==> config.mk <==
export PLATFORM = sky130hd
export DESIGN_NAME = feed_time_setter
export DESIGN_NICKNAME = d
export VERILOG_FILES = /design/src/rtl/feed_time_setter.sv
export SDC_FILE = /design/constraint.sdc
export NUM_CORES = 1
export LEC_CHECK = 0
export ABC_AREA = 1
export CELL_PAD_IN_SITES_DETAIL_PLACEMENT = 1
export CELL_PAD_IN_SITES_GLOBAL_PLACEMENT = 1
export CORE_MARGIN = 2
export CORE_UTILIZATION = 45
export CTS_CLUSTER_SIZE = 10
export DETAILED_ROUTE_END_ITERATION = 6
export PLACE_DENSITY = 0.82
export SLEW_MARGIN = 10
export SYNTH_ARGS = -nofsm -noshare
export SYNTH_HDL_FRONTEND = slang
export SYNTH_SLANG_ARGS = --single-unit
==> constraint.sdc <==
create_clock -name Clk -period 2.2 [get_ports Clk]
set_input_delay 0.33 -clock Clk [delete_from_list [all_inputs] [get_ports Clk]]
set_output_delay 0.33 -clock Clk [all_outputs]
set_load 0.1 [all_outputs]
==> src/rtl/feed_time_setter.sv <==
`default_nettype none
`timescale 1ns/1ps
// ============================================================================
//  Module   : feed_time_setter
//  Purpose  : Operator-side writer for the feeder's set-time bus. Debounces
//             four pushbuttons and runs an edit FSM over an HH:MM:SS BCD
//             working copy. Saving commits the working copy to the set-time
//             outputs, then drives an active-low nLoad strobe.
//  Ports    : Clk, Rst (sync, active-high)
//             btn_mode/btn_inc/btn_dec/btn_save : raw async buttons, active-high
//             shour2/1, sminute2/1, ssecond2/1  : committed time, BCD tens/units
//             nLoad     : load strobe, active-low
//             editing   : high while a field is being edited
//             field_sel : 0 none, 1 hour, 2 minute, 3 second
//  Revision : 1.0  initial release
// ============================================================================
module feed_time_setter #(
    parameter int DEBOUNCE_CYCLES     = 1_000_000,
    parameter int LOAD_PULSE_CYCLES   = 4,
    parameter int EDIT_TIMEOUT_CYCLES = 500_000_000
) (
    input  logic       Clk,
    input  logic       Rst,
    input  logic       btn_mode,
    input  logic       btn_inc,
    input  logic       btn_dec,
    input  logic       btn_save,
    output logic [3:0] shour2,
    output logic [3:0] shour1,
    output logic [3:0] sminute2,
    output logic [3:0] sminute1,
    output logic [3:0] ssecond2,
    output logic [3:0] ssecond1,
    output logic       nLoad,
    output logic       editing,
    output logic [1:0] field_sel
);

    localparam int c_DB_W   = $clog2(DEBOUNCE_CYCLES + 1);
    localparam int c_LD_W   = $clog2(LOAD_PULSE_CYCLES + 1);
    localparam int c_TO_W   = $clog2(EDIT_TIMEOUT_CYCLES + 1);
    localparam logic [c_DB_W-1:0] c_DB_LAST   = c_DB_W'(DEBOUNCE_CYCLES - 1);
    localparam logic [c_LD_W-1:0] c_LD_LAST   = c_LD_W'(LOAD_PULSE_CYCLES - 1);
    localparam logic [c_TO_W-1:0] c_TO_LAST   = c_TO_W'(EDIT_TIMEOUT_CYCLES - 1);
    localparam logic [7:0]        c_HOUR_MAX  = 8'h23;
    localparam logic [7:0]        c_MS_MAX    = 8'h59;
    localparam logic [7:0]        c_SENTINEL  = 8'h30;

    typedef enum logic [2:0] {
        S_IDLE   = 3'd0,
        S_EDIT_H = 3'd1,
        S_EDIT_M = 3'd2,
        S_EDIT_S = 3'd3,
        S_COMMIT = 3'd4,
        S_LOAD   = 3'd5
    } state_t;

    // ---------------------------------------------------------------- buttons
    // Bit order: 3 save, 2 mode, 1 inc, 0 dec
    logic [3:0] w_btn_raw;
    logic [3:0] w_press;
    assign w_btn_raw = {btn_save, btn_mode, btn_inc, btn_dec};

    for (genvar i = 0; i < 4; i++) begin : g_btn
        logic [1:0]        r_sync;
        logic              r_stable;
        logic              r_pulse;
        logic [c_DB_W-1:0] r_cnt;

        // r_stable only flips after the synchronised level has disagreed with
        // it for DEBOUNCE_CYCLES in a row; a rising flip emits one pulse.
        always_ff @(posedge Clk) begin
            if (Rst) begin
                r_sync   <= 2'b00;
                r_stable <= 1'b0;
                r_pulse  <= 1'b0;
                r_cnt    <= '0;
            end else begin
                r_sync  <= {r_sync[0], w_btn_raw[i]};
                r_pulse <= 1'b0;
                if (r_sync[1] == r_stable) begin
                    r_cnt <= '0;
                end else if (r_cnt == c_DB_LAST) begin
                    r_stable <= r_sync[1];
                    r_cnt    <= '0;
                    r_pulse  <= r_sync[1];
                end else begin
                    r_cnt <= r_cnt + 1'b1;
                end
            end
        end

        assign w_press[i] = r_pulse;
    end

    logic w_save, w_mode, w_inc, w_dec, w_any;
    assign w_save = w_press[3];
    assign w_mode = w_press[2];
    assign w_inc  = w_press[1];
    assign w_dec  = w_press[0];
    assign w_any  = |w_press;

    // --------------------------------------------------------------- FSM
    state_t            r_state, w_state_nxt;
    logic [c_TO_W-1:0] r_idle_cnt;
    logic [c_LD_W-1:0] r_load_cnt;
    logic              w_step;
    logic              w_load_wc;
    logic [7:0]        r_wh, r_wm, r_ws;
    logic [7:0]        r_ch, r_cm, r_cs;

    always_ff @(posedge Clk) begin
        if (Rst) r_state <= S_IDLE;
        else     r_state <= w_state_nxt;
    end

    always_comb begin
        w_state_nxt = r_state;
        w_step      = 1'b0;
        w_load_wc   = 1'b0;
        case (r_state)
            S_IDLE: begin
                if (w_mode) begin
                    w_state_nxt = S_EDIT_H;
                    w_load_wc   = 1'b1;
                end
            end
            S_EDIT_H, S_EDIT_M, S_EDIT_S: begin
                if (w_save) begin
                    w_state_nxt = S_COMMIT;
                end else if (w_mode) begin
                    case (r_state)
                        S_EDIT_H: w_state_nxt = S_EDIT_M;
                        S_EDIT_M: w_state_nxt = S_EDIT_S;
                        default:  w_state_nxt = S_EDIT_H;
                    endcase
                end else if (w_inc ^ w_dec) begin
                    w_step = 1'b1;
                end else if (!w_any && (r_idle_cnt == c_TO_LAST)) begin
                    w_state_nxt = S_IDLE;
                end
            end
            S_COMMIT: w_state_nxt = S_LOAD;
            S_LOAD: begin
                if (r_load_cnt == c_LD_LAST) w_state_nxt = S_IDLE;
            end
            default: w_state_nxt = S_IDLE;
        endcase
    end

    // Outputs are registered from the next state so they line up with r_state.
    always_ff @(posedge Clk) begin
        if (Rst) begin
            nLoad     <= 1'b1;
            editing   <= 1'b0;
            field_sel <= 2'd0;
        end else begin
            nLoad     <= (w_state_nxt != S_LOAD);
            editing   <= (w_state_nxt == S_EDIT_H) || (w_state_nxt == S_EDIT_M) ||
                         (w_state_nxt == S_EDIT_S);
            case (w_state_nxt)
                S_EDIT_H: field_sel <= 2'd1;
                S_EDIT_M: field_sel <= 2'd2;
                S_EDIT_S: field_sel <= 2'd3;
                default:  field_sel <= 2'd0;
            endcase
        end
    end

    // ---------------------------------------------------------- datapath
    function automatic logic [7:0] f_bcd_step(input logic [7:0] v, input logic up,
                                              input logic [7:0] vmax);
        logic [7:0] r;
        r = v;
        if (up) begin
            if (v == vmax)            r = 8'h00;
            else if (v[3:0] == 4'd9)  r = {v[7:4] + 4'd1, 4'd0};
            else                      r = {v[7:4], v[3:0] + 4'd1};
        end else begin
            if (v == 8'h00)           r = vmax;
            else if (v[3:0] == 4'd0)  r = {v[7:4] - 4'd1, 4'd9};
            else                      r = {v[7:4], v[3:0] - 4'd1};
        end
        return r;
    endfunction

    always_ff @(posedge Clk) begin
        if (Rst) begin
            r_idle_cnt <= '0;
            r_load_cnt <= '0;
            r_wh <= 8'h00;
            r_wm <= 8'h00;
            r_ws <= 8'h00;
            r_ch <= c_SENTINEL;
            r_cm <= 8'h00;
            r_cs <= 8'h00;
        end else begin
            // Idle timer only runs while editing and restarts on any press.
            if (editing && !w_any) r_idle_cnt <= r_idle_cnt + 1'b1;
            else                   r_idle_cnt <= '0;

            if (r_state == S_LOAD) r_load_cnt <= r_load_cnt + 1'b1;
            else                   r_load_cnt <= '0;

            if (w_load_wc) begin
                if (r_ch == c_SENTINEL) begin
                    r_wh <= 8'h00;
                    r_wm <= 8'h00;
                    r_ws <= 8'h00;
                end else begin
                    r_wh <= r_ch;
                    r_wm <= r_cm;
                    r_ws <= r_cs;
                end
            end else if (w_step) begin
                case (r_state)
                    S_EDIT_H: r_wh <= f_bcd_step(r_wh, w_inc, c_HOUR_MAX);
                    S_EDIT_M: r_wm <= f_bcd_step(r_wm, w_inc, c_MS_MAX);
                    default:  r_ws <= f_bcd_step(r_ws, w_inc, c_MS_MAX);
                endcase
            end

            // Commit on entry to COMMIT so the digits settle a full cycle
            // before nLoad falls.
            if (w_state_nxt == S_COMMIT) begin
                r_ch <= r_wh;
                r_cm <= r_wm;
                r_cs <= r_ws;
            end
        end
    end

    assign shour2   = r_ch[7:4];
    assign shour1   = r_ch[3:0];
    assign sminute2 = r_cm[7:4];
    assign sminute1 = r_cm[3:0];
    assign ssecond2 = r_cs[7:4];
    assign ssecond1 = r_cs[3:0];

endmodule
`default_nettype wire

======== After elaboration in Yosys (flattened, before gate mapping) ========
Cells that the tools add are included.
word-level totals
  word-level logic and storage cells ...... 174
  flip-flop bits (word level) ............. 183
  bits of input ports ..................... 6
  output and inout bits ................... 28
operators by class
  eq/ne operators ......................... 31
  bitwise gates (word level) .............. 11
  multiplexer cells ....................... 42
  reductions and logical operators ........ 41
  add/subtract/negate cells ............... 18
operators with widths
  kind                     count
  $mux W8                  27
  $add A20 B1 Y20 const B  4
  $eq A20 B20 Y1 const B   4
  $add A29 B1 Y29 const B  1
  $eq A29 B29 Y1 const B   1
  $reduce_or A3 Y1         9
  $add A4 B1 Y4 const B    6
  $logic_not A8 Y1         3
  $sub A4 B1 Y4 const B    6
  $mux W3                  6
  $eq A8 B6 Y1 const B     2
  $eq A8 B7 Y1 const B     2
  $eq A3 B2 Y1 const B     5
  $reduce_and A2 Y1        7
  $eq A4 B4 Y1 const B     3
  $logic_not A4 Y1         3
  $ne A4 B1 Y1 const B     3
  $pmux W3 S4              1
  $reduce_and A4 Y1        3
  $reduce_bool A4 Y1       3
  $not A1 Y1               10
  $eq A3 B3 Y1 const B     3
  $eq A3 B1 Y1 const B     2
  $mux W1                  6
  14 further kinds         23

======== Depth between registers and ports, before layout ========
Gate-level depths: netlist (run 1).
  depth after elaboration ................. 11
  depth in mapped cells ................... 13
  gate-level depth less buffers ........... 12

======== Worst setup path before layout (run 1) ========
Ideal clock, no wire load.
  kind .................................... reg2reg
  start ................................... register r_ch[3]
  end ..................................... register r_wm[0]
  cell stages (with the launch flop) ...... 10
  data arrival time ....................... 1.903 ns
  setup slack ............................. 0.240 ns
  library setup time ...................... 0.057 ns
  path buffers ............................ 1
  period minus slack after synthesis ...... 1.960 ns
  data required time ...................... 2.143 ns
  cell sequence ........................... dfxtp_1 -> nor2_1 -> nand3_1 -> nor2_1 -> nor2_1 -> buf_2 -> a21oi_1 -> o21ai_0 -> o211ai_1 -> inv_1
on the way
  longest elaborated chain between the ends .. 3
ends and longest elaborated chain
  what                    RTL line  RTL
  from (decl)             110       logic [7:0] r_ch, r_cm, r_cs;
  from (signal assigned)  194       r_ch <= c_SENTINEL;
  from (signal assigned)  226       r_ch <= r_wh;
  $eq A8 B6 Y1            206       if (r_ch == c_SENTINEL) begin
  $mux W8                 206
  $mux W8                 205       if (w_load_wc) begin
  to (signal assigned)    212       r_wm <= r_cm;
  to (signal assigned)    218       S_EDIT_M: r_wm <= f_bcd_step(r_wm, w_inc, c_MS_MAX);
  to (decl)               109       logic [7:0] r_wh, r_wm, r_ws;
No other way between the ends.
A chain may end at the register's enable or synchronous reset.

======== Worst setup path in the final report (run 1) ========
  start ................................... register r_ws[0]
  end ..................................... register r_ws[7]
on the way
  longest elaborated chain between the ends .. 6
  elaborated cells between the ends (all ways) .. 13
  those cells by class .................... eq/ne (3); mux (6); reduce/logical (4)
ends and longest elaborated chain
  what                                              RTL line  RTL
  from (decl)                                       109
  from (signal assigned)                            213       r_ws <= r_cs;
  from (signal assigned)                            219       default: r_ws <= f_bcd_step(r_ws, w_inc, c_MS_MAX);
  $eq A8 B7 Y1 or $logic_not A8 Y1 (tied branches)  176, 180
  $mux W8 (on tied branches)                        176, 180
  $mux W8                                           175       if (up) begin
  $mux W8                                           216       case (r_state)
  $mux W8                                           215       end else if (w_step) begin
  $mux W8                                           205
Parallel ways exist; a longest one is shown, timed or not. The select of a mux whose other input is x is not followed.

==> flow_summary.toml, run 1 <==
[sta]
finalHoldViolations = 0
finalCritPeriodShare_pct = 87.5
rsz0062_at_grt = "no"
setup_tns_ns = 0
clock_skew_ns = 0.0137
finalCriticalPeriod_ns = 1.92
slew_violations = 0
final-setup-viol-count = 0
fmax_ghz = 0.520
worst_pin_slew_ns = 0.470
relSlewSlack_pct = 68.6

[critical_path]
critPathMaxFanout = 6
arrival_ns = 2.30
crit_required_ns = 2.57
critPathCaptureType = "flop"
worstSetupPathType = "flop to flop"
startpoint_type = "flop"

[final_layout]
drive_above_1_share_pct = 8.59
nets = 1480
antennaDiodeCount = 0
stdcell_count = 1731
area_growth_pct = 11.9
final_area_um2 = 10800
regArea_um2 = 3660
multi_input_area_um2 = 5110
fill_cells = 2808
final_common_cell = "nand2_1"
finish.utilization_pct = 51.2
final_cell_mix = "nand2_1 (274), nor2_1 (213), dfxtp_1 (183)"

[placed_design]
portBuffers = 33
dpl_cell_area_um2 = 10200
dp.cells = 1702
dp_hpwl_um = 18600
place.gp.congestion = 0.878

[floorplan]
core_region_area_um2 = 21000
die_w_um = 150
die_h_um = 150
row_count = 53
die_area_um2 = 22600
num_io_pins = 34
start_util_pct = 45.7

[clocking]
cts_setup_buffers = 0
clk_latency_ns = 0.44
clockBufferDepth = 2
htree_levels = 4
cts_buffers = 17
root_buffer = "clkbuf_16"
cts_tree = "built"
cts.reportedPaths.clkPinSlew_ns = 0.07
clock-sinks = 183

[yosys]
ys_warn_count = 0
synth-edff-count = 0
synthesis.area_um2 = 9620
synth_cell_types = 41
synth_top_area_cell = "dfxtp_1"
netlist_instances = 1405
syn_avg_cell_area_um2 = 6.84
ys.flop_type = "dfxtp_1"
ys_ff_latch = 183
synth-seq-area-share_pct = 38.1
yosys-top-cells-area = "dfxtp_1 (38%), nand2_1 (11%), nor2_1 (8.3%)"
syn_nets = 1439
synthArstFlopShare_pct = 0
yosysTopAreaCellShare_pct = 38.1

[outcome]
status = "complete, no violations"

[global_route]
grt_max_degree = 47
antenna_found_initial = 0
grt_pass1_wl_um = 43400
grt_pass1_vias = 9284
grt-ovfl-total = 0
grtUsageTotal_pct = 23.6

[drt]
first_pass_iters = 6
top_layer = "met4"
drcViolationCount = 0
dr_wl_met3_um = 464
ant_nets = 0
vias_per_cell = 5.24
drt-met1-wl_um = 12000
drtIter0Drc = 347
wl_um = 25200
wl_met2_um = 12500
avgRoutedWirePerCell_um = 14.6
vias = 9068

[pwr]
p_leak_nw = 4.18
ir_drop_v = 0.000491
p_per_area_nw_per_um2 = 598

[run]
drv_cap = 0

[worst_hold_path]
hp-class = "flop to flop"
==> per-stage QoR <==
stage / setup WS (ns) / total power [mW] / hold slack (ns)
floorplan: 0.240 / 3.45 / 0.388
global placement: 0.350 / 3.47 / 0.391
detailed placement: 0.295 / 3.48 / 0.399
CTS: 0.222 / 6.52 / 0.408
global route: 0.00646 / 6.65 / 0.427
finish: 0.275 / 6.44 / 0.406
==> cell usage after synthesis, drive strengths merged, types with 8 or more instances <==
library cell,instances
inv,184
o21ai,53
nor3,54
buf,16
nor2,216
xor2,34
nand3,127
dfxtp,183
clkbuf,12
nand4,32
or2,24
nor4,9
nor3b,12
ha,28
o211ai,9
nand2,281
a21oi,103
xnor2,8
==> layer usage <==
metal  GRT usage [%]  vias up
li1                -     4626
met1            29.4     4349
met2            42.3       72
met3            3.88       21
met4            5.99        0
met5               0        -
==> cells by family (layout without fill, tap and decap cells) <==
logic type,after synthesis,after routing,synth area share [%]
XOR/XNOR,42,42,3.83
AND/OR/NAND/NOR,763,763,35.8
adder cells (fa/ha/maj),28,28,3.64
AO/OA/AOI/OAI,177,177,9.74
buffers and inverters,212,263,8.86
flip-flops,183,183,38.1
==> power by group <==
| part | total [mW] | switching, mW | internal (mW) |
|---|---|---|---|
| sequential | 3.32 | 0.00477 | 3.32 |
| clock | 3.04 | 1.34 | 1.70 |
| combinational | 0.0747 | 0.0504 | 0.0244 |
| total | 6.44 | 1.40 | 5.04 |
==> cell type report <==
class,instances,area share [%]
Multi-Input combinational cell,1010,47.5
Clock buffer,19,4.12
Sequential cell,183,34.0
Tap cell,275,3.20
Clock inverter,10,1.14
Inverter,184,6.42
Timing Repair Buffer,50,3.60
==> registers in the layout, summed over array words and instances, names as in the netlist, 4 cells and up <==
register	flops
g_btn.r_cnt	80
g_btn.r_pulse	4
g_btn.r_stable	4
g_btn.r_sync	8
r_ch	8
r_cm	8
r_cs	8
r_idle_cnt	29
r_wh	8
r_wm	8
r_ws	8
==> repair_timing <==
item                                    4_1_cts  5_1_grt
gates resized for setup                       0        1
endpoints found under the setup margin        0        1
hold buffers                                  0        0
hold endpoints to repair                      0        0
==> worst max-delay path, stage by stage, from the launching register on <==
cell     delay, ns
dfxtp_1       0.36
inv_1         0.15
ha_1          0.21
inv_1         0.08
nor3_1        0.19
buf_4         0.16
inv_1         0.04
nor2_1        0.24
nand3_1       0.10
o21ai_0       0.19
nor2_1        0.06
nor2_1        0.07
==> path summary, 6_finish.rpt <==
kind	from	slack [ns]	depth (start not counted)	to
max	r_ws[0]$_SDFFE_PP0P_	0.28	11	r_ws[7]$_SDFFE_PP0P_
min	g_btn[3].r_sync[0]$_SDFF_PP0_	0.41	2	g_btn[3].r_sync[1]$_SDFF_PP0_
max reg2reg	r_ws[0]$_SDFFE_PP0P_	0.28	11	r_ws[7]$_SDFFE_PP0P_
min reg2reg	g_btn[3].r_sync[0]$_SDFF_PP0_	0.41	2	g_btn[3].r_sync[1]$_SDFF_PP0_
Note: power is estimated with default switching activity, not from simulation.
==> inputs of run 2 (changes only) <==
- HOLD_SLACK_MARGIN: default -> 0.03
- PLACE_DENSITY: 0.82 -> default
- PLACE_DENSITY_LB_ADDON: default -> 0.25
- SLEW_MARGIN: 10 -> default
==> run 2 against run 1 <==
Net effect: die area is the same; global-route usage shrank 0.51 points; via count increased by 0.68%; critical endpoint is now r_wm[4]$_SDFFE_PP0P_; largest power group unchanged; highest routed layer unchanged.
==> flow_summary.toml, run 2 (same netlist as run 1, synthesis figures left out) <==
[outcome]
status = "complete, no violations"

[drt]
wl_um = 25400
avgRoutedWirePerCell_um = 14.6
ant_nets = 0
first_pass_iters = 4
vias = 9130
drtIter0Drc = 477
vias_per_cell = 5.26
drcViolationCount = 0

[clocking]
cts_setup_buffers = 0
ctsHoldBuffers = 0
root_buffer = "clkbuf_16"
clk_latency_ns = 0.44
cts_buffers = 17
ctsResizeCount = 0
clockBufferDepth = 2
clock-sinks = 183
htree_levels = 4
cts.reportedPaths.clkPinSlew_ns = 0.07
cts_tree = "built"

[critical_path]
critPathCaptureType = "flop"
crit_start = "g_btn[1].r_pulse$_SDFF_PP0_"
worstSetupPathType = "flop to flop"
crit_required_ns = 2.57
arrival_ns = 2.32
reg2reg_from = "g_btn[1].r_pulse$_SDFF_PP0_"
critPathMaxFanout = 6
startpoint_type = "flop"

[floorplan]
die_area_um2 = 22600
start_util_pct = 45.7
row_count = 53
die_w_um = 150
num_io_pins = 34
core_region_area_um2 = 21000
die_h_um = 150

[final_layout]
drive_above_1_share_pct = 8.84
antennaDiodeCount = 0
stdcell_count = 1735
final_area_um2 = 10800
final_cell_mix = "nand2_1 (274), nor2_1 (213), dfxtp_1 (183)"
largest_register = "g_btn.r_cnt"
final_common_cell = "nand2_1"
largest_register_ff_count = 80
top_regs = "g_btn.r_cnt: 80 flops, r_idle_cnt: 29 flops"
nets = 1481
area_growth_pct = 12.5

[pwr]
ir_drop_v = 0.000449
p_leak_nw = 4.19
finalPower_mw = 6.56
p_per_area_nw_per_um2 = 606

[sta]
finalCritPeriodShare_pct = 88.9
rsz0062_at_grt = "no"
clock_skew_ns = 0.0108
final.setup.worst_slack_ns = 0.243
setup_tns_ns = 0
finalCriticalPeriod_ns = 1.96
relSlewSlack_pct = 70.8
fmax_ghz = 0.511
final-setup-viol-count = 0
worst_pin_slew_ns = 0.438
finalHoldViolations = 0
slew_violations = 0

[placed_design]
dp.cells = 1703
portBuffers = 33
place.gp.congestion = 0.904
dp_hpwl_um = 18500
dpl_cell_area_um2 = 10200
dp_slack_ns = 0.240

[global_route]
antenna_found_initial = 0
grt_max_degree = 48
grtUsageTotal_pct = 23.1
grt-ovfl-total = 0
grt_pass1_vias = 9098
grt_pass1_wl_um = 42700

[worst_hold_path]
min_from = "g_btn[0].r_sync[0]$_SDFF_PP0_"
hp-class = "flop to flop"

[run]
drv_cap = 0
run 2: cell types whose count changed in the layout (fill, tap and decap cells not counted), sizes merged:
cell      before  now
clkinvlp       2    4
clkinv         3    2
buf           45   46
inv          187  191
clkbuf        19   17
run 2: path summary, 6_finish.rpt:
path / to / slack (ns) / cells after the start
setup / recovery: r_wm[4]$_SDFFE_PP0P_ / 0.24 / 10
hold / removal: g_btn[0].r_sync[1]$_SDFF_PP0_ / 0.41 / 2
setup reg to reg: r_wm[4]$_SDFFE_PP0P_ / 0.24 / 10
hold reg to reg: g_btn[0].r_sync[1]$_SDFF_PP0_ / 0.41 / 2
run 2: metal layers:
metal / share of wire, % / vias to the layer above / track usage [%] / routed length (um)
met5: 0 / - / 0 / 0
met4: 1.4 / 0 / 6.98 / 354
met2: 49 / 98 / 40.6 / 12500
met3: 2.4 / 26 / 3.18 / 617
li1: - / 4631 / - / -
met1: 47 / 4375 / 29.4 / 11800
run 2: final cells by class:
cell class | instances | area [um2]
inverter | 184 | 691
multi-input combinational | 1010 | 5100
timing repair buffer | 51 | 420
clock inverter | 15 | 168
clock buffer | 17 | 425
sequential | 183 | 3660
tap | 275 | 344
fill | 2774 | 10200
run 2: stage by stage:
| stage | util, % | hold WS (ns) |
|---|---|---|
| 2_1_floorplan | - | 0.388 |
| 3_3_place_gp | 48.6 | 0.393 |
| 3_5_place_dp | 48.6 | 0.403 |
| 4_1_cts | 51.4 | 0.414 |
| 5_1_grt | 51.4 | 0.419 |
| 6_report | 51.4 | 0.409 |
run 2: report_power, final:
group	total, mW	leakage, nW	internal, mW	switching, mW
registers	3.32	1.48	3.32	0.00520
clock network	3.16	0.280	1.70	1.45
logic	0.0767	2.44	0.0254	0.0513
total	6.56	4.19	5.05	1.51
run 2: critical path: stages, from the launching register on:
cell	delay, ns
dfxtp_1	0.33
inv_1	0.05
ha_1	0.29
nand2_1	0.06
nor2_1	0.23
a21oi_2	0.15
inv_1	0.22
nand3b_2	0.17
inv_1	0.15
nand2_1	0.09
a21oi_1	0.15
==> inputs of run 3 (changes only) <==
- CORE_ASPECT_RATIO: default -> 0.9
==> run 3 against run 2 <==
Net effect: first-iteration DRC count rose by 1.9%; clock power shrank 2%; worst hold slack lost 0.0020 ns; global-route usage rose by 0.79 points; fmax decreased by 0.20%; sequential share of layout area is essentially flat; register-to-register slack barely moved; critical path type unchanged; largest cell class unchanged; highest routed layer unchanged.
==> flow_summary.toml, run 3 (same netlist as run 1, synthesis figures left out) <==
[outcome]
status = "complete, no violations"

[drt]
first_pass_iters = 5
ant_nets = 0
vias_per_cell = 5.24
avgRoutedWirePerCell_um = 14.8
vias = 9152
wl_um = 25800
drtIter0Drc = 486
drcViolationCount = 0

[global_route]
antenna_found_initial = 0
grt_max_degree = 48
grtUsageTotal_pct = 23.9
grt_pass1_wl_um = 43900
grt-ovfl-total = 0
grt_pass1_vias = 9344

[final_layout]
multi_input_area_um2 = 5110
final_common_cell = "nand2_1"
antennaDiodeCount = 0
largest_register = "g_btn.r_cnt"
final_area_um2 = 10800
final_cell_mix = "nand2_1 (274), nor2_1 (211), dfxtp_1 (183)"
drive_above_1_share_pct = 8.90
largest_register_ff_count = 80
area_growth_pct = 12.5
top_regs = "g_btn.r_cnt: 80 flops, r_idle_cnt: 29 flops"
nets = 1481
regArea_um2 = 3660
fill_cells = 2849
finish.utilization_pct = 51.8

[worst_hold_path]
min_from = "g_btn[2].r_sync[0]$_SDFF_PP0_"
whs_path_depth = 2
hp-class = "flop to flop"
holdPathEnd = "g_btn[2].r_sync[1]$_SDFF_PP0_"

[placed_design]
dp_slack_ns = 0.114
portBuffers = 33
dpl_cell_area_um2 = 10200
place.gp.congestion = 0.849
dp_hpwl_um = 18700

[clocking]
clockBufferDepth = 2
clock-sinks = 183
cts.reportedPaths.clkPinSlew_ns = 0.07
root_buffer = "clkbuf_16"
cts_setup_buffers = 0
ctsResizeCount = 0
cts_tree = "built"
htree_levels = 4
cts_buffers = 17
ctsHoldBuffers = 0
clk_latency_ns = 0.44

[sta]
slew_violations = 0
clock_skew_ns = 0.00992
finalCriticalPeriod_ns = 1.96
setup_tns_ns = 0
fmax_ghz = 0.510
final-setup-viol-count = 0
relSlewSlack_pct = 66.4
final.setup.worst_slack_ns = 0.239
worst_pin_slew_ns = 0.504
finalHoldViolations = 0
rsz0062_at_grt = "no"
finalCritPeriodShare_pct = 89.1

[critical_path]
r2r_end = "r_wh[6]$_SDFFE_PP0P_"
critPathCaptureType = "flop"
rrSetupSlack_ns = 0.24
startpoint_type = "flop"
crit_required_ns = 2.54
reg2reg_from = "g_btn[1].r_pulse$_SDFF_PP0_"
worstSetupPathType = "flop to flop"
critPathMaxFanout = 5
r2r_cells = 11
arrival_ns = 2.30

[pwr]
clkPwrFrac_pct = 47.6
switching_share_pct = 21.9
p_per_area_nw_per_um2 = 600
ir_drop_v = 0.000427
seqPwrFrac_pct = 51.2
pwr-share-comb_pct = 1.2
finalPower_mw = 6.49
p_int_mw = 5.07
p_sw_mw = 1.42
p_leak_nw = 4.19

[floorplan]
row_count = 50
die_h_um = 143
start_util_pct = 46.0
num_io_pins = 34
die_w_um = 158
die_area_um2 = 22600
core_region_area_um2 = 20900

[run]
drv_cap = 0
run 3: worst max-delay path, cell delays in order (launching register included):
cell and delay [ns]:
dfxtp_1 0.38, inv_1 0.10, ha_1 0.31, nand2_1 0.07, nor2_2 0.17, nand2_1 0.09
nand2_1 0.20, nand2_1 0.10, nor2_2 0.17, inv_1 0.12, nor2_1 0.11, nor2_1 0.05
run 3: worst max-delay path by stage:
stage,startpoint,endpoint,slack (ns),depth (start not counted)
floorplan,r_ch[3]$_SDFFE_PP0N_,r_wm[0]$_SDFFE_PP0P_,0.24,9
global placement,g_btn[1].r_pulse$_SDFF_PP0_,r_wh[5]$_SDFFE_PP0P_,0.19,11
detailed placement,g_btn[1].r_pulse$_SDFF_PP0_,r_wh[6]$_SDFFE_PP0P_,0.11,11
CTS,g_btn[1].r_pulse$_SDFF_PP0_,r_wh[6]$_SDFFE_PP0P_,0.08,11
global route,r_wm[0]$_SDFFE_PP0P_,r_wm[4]$_SDFFE_PP0P_,0.03,10
finish,g_btn[1].r_pulse$_SDFF_PP0_,r_wh[6]$_SDFFE_PP0P_,0.24,11
run 3: routing by layer:
layer  up-vias  wire length [um]  GRT usage, %  share of wire, %
met2       119             12400          40.8                48
li1       4635                 -             -                 -
met1      4367             12400          31.0                48
met3        31               654          3.82               2.5
met4         0               372          7.44               1.4
met5         -                 0             0                 0
run 3: final cells by class:
class	instances	area share, %
Sequential cell	183	33.9
Tap cell	286	3.31
Clock inverter	8	0.786
Inverter	184	6.38
Clock buffer	24	4.64
Timing Repair Buffer	51	3.77
Multi-Input combinational cell	1010	47.3
run 3: metrics by stage:
step                instances  hold slack, ns
finish                   1746           0.407
floorplan                1405           0.388
global placement         1714           0.392
CTS                      1746           0.411
global route             1746           0.437
detailed placement       1714           0.399
run 3: power groups by stage:
stage	Clock (mW)	Sequential (mW)	Combinational [mW]
after global placement	0	3.40	0.0759
after global routing	3.28	3.32	0.0869
final	3.09	3.32	0.0770
after detailed placement	0	3.40	0.0776
after CTS	3.18	3.32	0.0778
after floorplan	0	3.40	0.0482
